**src/rtl/req_enc_pkg.sv**
```systemverilog
// rtl/req_enc_pkg.sv - shared constants, state type and helpers for the request encoder
// Purpose: common definitions imported by the interface, selector and top.
// Ports: none (package).
package req_enc_pkg;

  localparam int N_REQ  = 8;
  localparam int CODE_W = 3;

  typedef enum logic {
    IDLE  = 1'b0,
    OFFER = 1'b1
  } state_e;

  // Converts a 3-bit index into the matching single-bit mask.
  function automatic logic [N_REQ-1:0] onehot3(input logic [CODE_W-1:0] code);
    onehot3 = N_REQ'(1) << code;
  endfunction

endpackage

```
**src/rtl/req_encoder8to3_if.sv**
```systemverilog
// rtl/req_encoder8to3_if.sv - request/offer handshake bundle for req_encoder8to3
// Purpose: groups request capture and offered-code handshake signals.
// Signals: E (capture enable), req[7:0] (request lines), A[2:0] (offered code),
//          valid (A holds a pending index), ready (consumer accepts), pending[7:0].
// Modports: master = request source / consumer side, slave = encoder side.
interface req_encoder8to3_if;
  import req_enc_pkg::*;

  logic              E;
  logic [N_REQ-1:0]  req;
  logic [CODE_W-1:0] A;
  logic              valid;
  logic              ready;
  logic [N_REQ-1:0]  pending;

  modport master (
    output E, req, ready,
    input  A, valid, pending
  );

  modport slave (
    input  E, req, ready,
    output A, valid, pending
  );

endinterface

```
**src/rtl/req_encoder8to3_pri_pick8.sv**
```systemverilog
// rtl/req_encoder8to3_pri_pick8.sv - combinational 8-way index selector
// Purpose: picks one set bit of vec, either highest index (fixed) or first set
//          bit searching downward from ptr-1 with wrap, ending at ptr (round-robin).
// Ports: vec[7:0] candidates, ptr[2:0] last grant, rr_en mode select,
//        code[2:0] selected index, any = at least one bit set.
module pri_pick8
  import req_enc_pkg::*;
(
  input  logic [N_REQ-1:0]  vec,
  input  logic [CODE_W-1:0] ptr,
  input  logic              rr_en,
  output logic [CODE_W-1:0] code,
  output logic              any
);

  logic [CODE_W-1:0] idx;

  always_comb begin
    code = '0;
    idx  = '0;
    any  = |vec;
    if (rr_en) begin
      // Walk from the farthest candidate (ptr itself) to the nearest (ptr-1)
      // so the last hit, i.e. the nearest one below ptr, wins.
      for (int i = N_REQ; i >= 1; i--) begin
        idx = ptr - CODE_W'(i);
        if (vec[idx]) code = idx;
      end
    end else begin
      // Ascending scan: the highest set index is written last.
      for (int i = 0; i < N_REQ; i++) begin
        if (vec[i]) code = CODE_W'(i);
      end
    end
  end

endmodule

```
**src/rtl/req_encoder8to3.sv**
```systemverilog
// rtl/req_encoder8to3.sv - registered 8-to-3 request encoder with valid/ready offer
// Purpose: collects sticky request bits and offers one pending index at a time,
//          clearing it when the consumer accepts.
// Parameters: RR_EN (0 fixed priority, 1 round-robin), PEND_OUT_EN (expose pending).
// Ports: clk, rst_n (synchronous, active-low), bus (slave modport: E, req, ready
//        in; A, valid, pending out). All outputs come straight from flops.
module req_encoder8to3
  import req_enc_pkg::*;
#(
  parameter bit RR_EN       = 1'b0,
  parameter bit PEND_OUT_EN = 1'b1
) (
  input  logic               clk,
  input  logic               rst_n,
  req_encoder8to3_if.slave   bus
);

  state_e            state_q, state_d;
  logic [CODE_W-1:0] a_q, a_d;
  logic [N_REQ-1:0]  pend_q, pend_d;
  logic [CODE_W-1:0] rr_ptr_q, rr_ptr_d;

  logic              accept;
  logic [N_REQ-1:0]  clr;
  logic [CODE_W-1:0] pick_ptr;
  logic [CODE_W-1:0] pick_code;
  logic              pick_any;

  assign accept = (state_q == OFFER) && bus.ready;
  assign clr    = accept ? onehot3(a_q) : '0;

  // New requests are OR-ed in after the clear, so re-requesting the bit
  // being accepted keeps it pending.
  assign pend_d = (pend_q & ~clr) | (bus.E ? bus.req : '0);

  // On an accept in round-robin mode the new rr_ptr equals a_q, so the
  // reload path can search from a_q directly.
  assign pick_ptr = (state_q == OFFER) ? a_q : rr_ptr_q;

  pri_pick8 u_pick (
    .vec   (pend_d),
    .ptr   (pick_ptr),
    .rr_en (RR_EN),
    .code  (pick_code),
    .any   (pick_any)
  );

  assign rr_ptr_d = (RR_EN && accept) ? a_q : rr_ptr_q;

  always_comb begin
    state_d = state_q;
    a_d     = a_q;
    unique case (state_q)
      IDLE: begin
        if (pick_any) begin
          state_d = OFFER;
          a_d     = pick_code;
        end
      end
      OFFER: begin
        // A stays frozen until accepted, even if a higher request shows up.
        if (bus.ready) begin
          if (pick_any) begin
            a_d = pick_code;
          end else begin
            state_d = IDLE;
          end
        end
      end
      default: state_d = IDLE;
    endcase
  end

  always_ff @(posedge clk) begin
    if (!rst_n) begin
      state_q  <= IDLE;
      a_q      <= '0;
      pend_q   <= '0;
      rr_ptr_q <= '0;
    end else begin
      state_q  <= state_d;
      a_q      <= a_d;
      pend_q   <= pend_d;
      rr_ptr_q <= rr_ptr_d;
    end
  end

  assign bus.A       = a_q;
  assign bus.valid   = (state_q == OFFER);
  assign bus.pending = PEND_OUT_EN ? pend_q : '0;

endmodule

```
**src/flat_wrapper.sv**
```systemverilog
// flat-port wrapper written by rule: the top's interface ports become plain ports
module req_encoder8to3_flat import req_enc_pkg::*;
#(
  parameter bit RR_EN       = 1'b0,
  parameter bit PEND_OUT_EN = 1'b1
)
  (clk, rst_n, bus_E, bus_req, bus_ready, bus_A, bus_valid, bus_pending);
  req_encoder8to3_if bus_i ();
  input  logic clk;
  input  logic rst_n;
  input wire logic [$bits(bus_i.E)-1:0] bus_E;
  input wire logic [$bits(bus_i.req)-1:0] bus_req;
  input wire logic [$bits(bus_i.ready)-1:0] bus_ready;
  output wire logic [$bits(bus_i.A)-1:0] bus_A;
  output wire logic [$bits(bus_i.valid)-1:0] bus_valid;
  output wire logic [$bits(bus_i.pending)-1:0] bus_pending;
  assign bus_i.E = bus_E;
  assign bus_i.req = bus_req;
  assign bus_i.ready = bus_ready;
  assign bus_A = bus_i.A;
  assign bus_valid = bus_i.valid;
  assign bus_pending = bus_i.pending;
  req_encoder8to3 #(.RR_EN(RR_EN), .PEND_OUT_EN(PEND_OUT_EN)) u_core (.clk(clk), .rst_n(rst_n), .bus(bus_i));
endmodule
```
**config.mk**
```make
export PLATFORM = sky130hd
export DESIGN_NAME = req_encoder8to3_flat
export DESIGN_NICKNAME = d
export VERILOG_FILES = /design/src/rtl/req_enc_pkg.sv /design/src/rtl/req_encoder8to3_if.sv /design/src/rtl/req_encoder8to3_pri_pick8.sv /design/src/rtl/req_encoder8to3.sv /design/src/flat_wrapper.sv
export SDC_FILE = /design/constraint.sdc
export NUM_CORES = 1
export LEC_CHECK = 0
export CAP_MARGIN = 20
export CORE_MARGIN = 5
export CORE_UTILIZATION = 35
export CTS_BUF_LIST = sky130_fd_sc_hd__clkbuf_16
export CTS_CLUSTER_SIZE = 12
export DETAILED_ROUTE_END_ITERATION = 7
export PLACE_DENSITY = 0.76
export SLEW_MARGIN = 5
export SYNTH_ARGS = -nofsm -noshare
export SYNTH_HDL_FRONTEND = slang
export SYNTH_SLANG_ARGS = --single-unit
```
**constraint.sdc**
```tcl
create_clock -name clk -period 1.8 [get_ports clk]
set_input_delay 0.36 -clock clk [delete_from_list [all_inputs] [get_ports clk]]
set_output_delay 0.36 -clock clk [all_outputs]
set_load 0.02 [all_outputs]
```
==> summary.md <==
| Metric | Value |
|---|---|
| Status | finished, violations left |
| Failing checks | setup timing |
| EDFF count, synth | 0 |
| Initial drt markers | 43 |
| Hold/Removal Path Class | reg -> reg |
| Vias/cell | 5.68 |
| DRT Pass-1 Iters | 4 |
| Syn Nets | 95 |
| Synth unique cells | 37 |
| Synth-to-Final Area Change | 67.4% |
| TritonCTS clock tree | built |
| Most common library cells after synthesis | 12 x dfxtp_1, 8 x nand2_1, 8 x o21a_1 |
| GPL Wtd Cong | 0.964 |
| Core Region | 1980 µm² |
| Crit share post-route | 1.07 |
| Vias | 881 |
| Synth top area share | 0.328 |
| Worst Tran Pin Value | 415 ps |
| Initial antenna violation count | 0 |
| # clock sinks | 12 |
| RSZ-0062 raised after global routing | yes |
| Hold WS | 563 ps |
| # nets final | around 140 |
| Root buffer cell | clkbuf_16 |
| Leading area contributor after synthesis | dfxtp_1 |
| Num CTS Buffers | 3 |
| Max Transition Viols Final | 0 |
| Headroom to the max-slew limit | 0.720 |
| Total Die Area | 3110 µm² |
| Antenna cells | 0 |
| Req. time, crit path | 1920 ps |
| Post-route setup slack | -118 ps |
| Cells after Synth | 83 |
| Peak supply drop | 589 µV |
| Clock Skew | 2.52 ps |
| Final WL | 2.43 mm |
| Die H | 55.8 µm |
| Startpoint class of the critical path | register |
| Data arrival time of the critical path | around 2000 ps |
| Cell area power density | 876 nW/µm² |
| Leakage | 0.490 nW |
| Grt ovf | 0 |
| # DRC | 0 |
| Top FF cell, synth | dfxtp_1 |
| IO Pins | 24 |
| First-pass GRT wire length | about 4.1 mm |
| Setup violations, final | 4 |
| Share of layout cells above drive strength 1 | 0.266 |
| Total of max-cap violations | 0 |
| DP Wirelength | 1.85 mm |
| WS Path Type | reg -> reg |
| Worst-path maximum fanout | 3 |
| Antenna Nets Post-Route | 0 |
| H-tree levels | 1 |
| Vias in the first global route | 902 |
| Largest net degree at the start of global routing | 9 |
| Crit end category | register |
| Routed length per placed instance | 15.7 µm |
| Synthesis Warnings | 0 |
| Total power | 1.08 mW |
| Most common cell in the netlist | dfxtp_1 |
| Hold Fails Final Rpt | 0 |
| Clock-pin slew on the worst setup and hold paths | 50 ps |
| All-layer global routing usage | 0.167 |
| Setup Fix Bufs, Post-CTS | 0 |
| Clock latency reported for the late side of the worst-skew pair | 240 ps |
| IO buf count | 23 |
| Die Width | between 50 and 60 µm |
| Fin crit period | 1920 ps |
| Async SR Flop Fraction | 0 |
| F_max | about 520 MHz |
| # rows | 16 |
| Post-Syn Area | approximately 730 µm² |
| Register area share after synthesis | 0.328 |
| Mapped Avg Cell Area | 8.83 µm² |
| Seq cells post-synth | 12 |
| Synth top area cells | dfxtp_1 33%, o21a_1 8.2%, nand2_1 4.1%, and2_1 3.4%, o21ai_0 3.4% |
| Setup TNS | -351 ps |
| Dpl ws | -461 ps |
| Starting Density | 0.370 |
| Quantity of hold-fixing buffers added after cts | 0 |
| Clock Tree Buf Depth | 2 |
logic make-up after synthesis:
logic type             Yosys count  share of synthesized area
AOI/OAI and AO/OA               34                      0.345
and+or+nand+nor                 30                      0.249
DFF                             12                      0.328
buffers and inverters            4                     0.0307
muxes                            3                     0.0478
layer usage:
metal,part of all wire,global-route usage
met5,0,0
met3,0.049,0.0302
met2,0.48,0.277
met4,0.026,0.0938
met1,0.44,0.202
final timing paths:
kind	cells past startpoint	startpoint	slack, ps	endpoint
setup / recovery	5	u_core.bus.A[0]$_SDFFE_PN0P_	-120	u_core.bus.A[1]$_SDFFE_PN0P_
setup reg to reg	5	u_core.bus.A[0]$_SDFFE_PN0P_	-120	u_core.bus.A[1]$_SDFFE_PN0P_
hold / removal	2	u_core.bus.pending[3]$_SDFF_PN0_	560	u_core.bus.pending[3]$_SDFF_PN0_
hold reg to reg	2	u_core.bus.pending[3]$_SDFF_PN0_	560	u_core.bus.pending[3]$_SDFF_PN0_
report_power, final:
part / internal [mW] / switching (mW)
logic: 0.182 / 0.159
registers: 0.293 / 0.0253
clock network: 0.293 / 0.123
cells in the final DEF (no fill, tap or decap), drive strengths merged, types with 2 or more instances in the layout:
cell type / netlist / routed
buf: 1 / 21
clkdlybuf4s50: 0 / 19
dfxtp: 12 / 12
o21a: 8 / 8
nand2: 8 / 8
o21ai: 5 / 5
and2: 4 / 4
dlygate4sd2: 0 / 4
nor2b: 3 / 3
a21boi: 3 / 3
clkbuf: 2 / 3
nand2b: 2 / 2
o31a: 2 / 2
nor2: 2 / 2
mux2i: 2 / 2
a211oi: 2 / 2
a21oi: 2 / 2
a22oi: 2 / 2
nand3: 2 / 2
or2: 2 / 2
o211ai: 2 / 2
critical path, cell delays in order (launching register included):
cell and delay, ps:
dfxtp_4 350, mux2_4 290, a211o_1 290, or3b_4 420
o31a_1 300, mux2i_1 140
sequential cells by signal (all words and copies together), names as in the netlist:
name                cells
u_core.bus.pending      8
u_core.bus.A            3
u_core.bus.valid        1
cell type report:
cell class              count  area (µm²)
clock buffers               3        75.1
clock inverters             1        3.75
fillers                   150         754
inverters                   1        3.75
multi-input cells          67         483
flip-flops and latches     12         245
well taps                  27        33.8
repair buffers             44         383
through the flow:
step                area [µm²]   util  cells
floorplan                  737      -     83
global placement          1140  0.575    151
detailed placement        1140  0.575    151
CTS                       1220  0.615    155
global route              1230  0.619    155
finish                    1230  0.619    155
what timing repair did:
| action | CTS | global route |
|---|---|---|
| setup endpoints to repair | 4 | 4 |
| pin swaps | 5 | 1 |
| resized for setup | 5 | 3 |
| cloned | 0 | 0 |
Note: power is estimated with default switching activity, not from simulation.
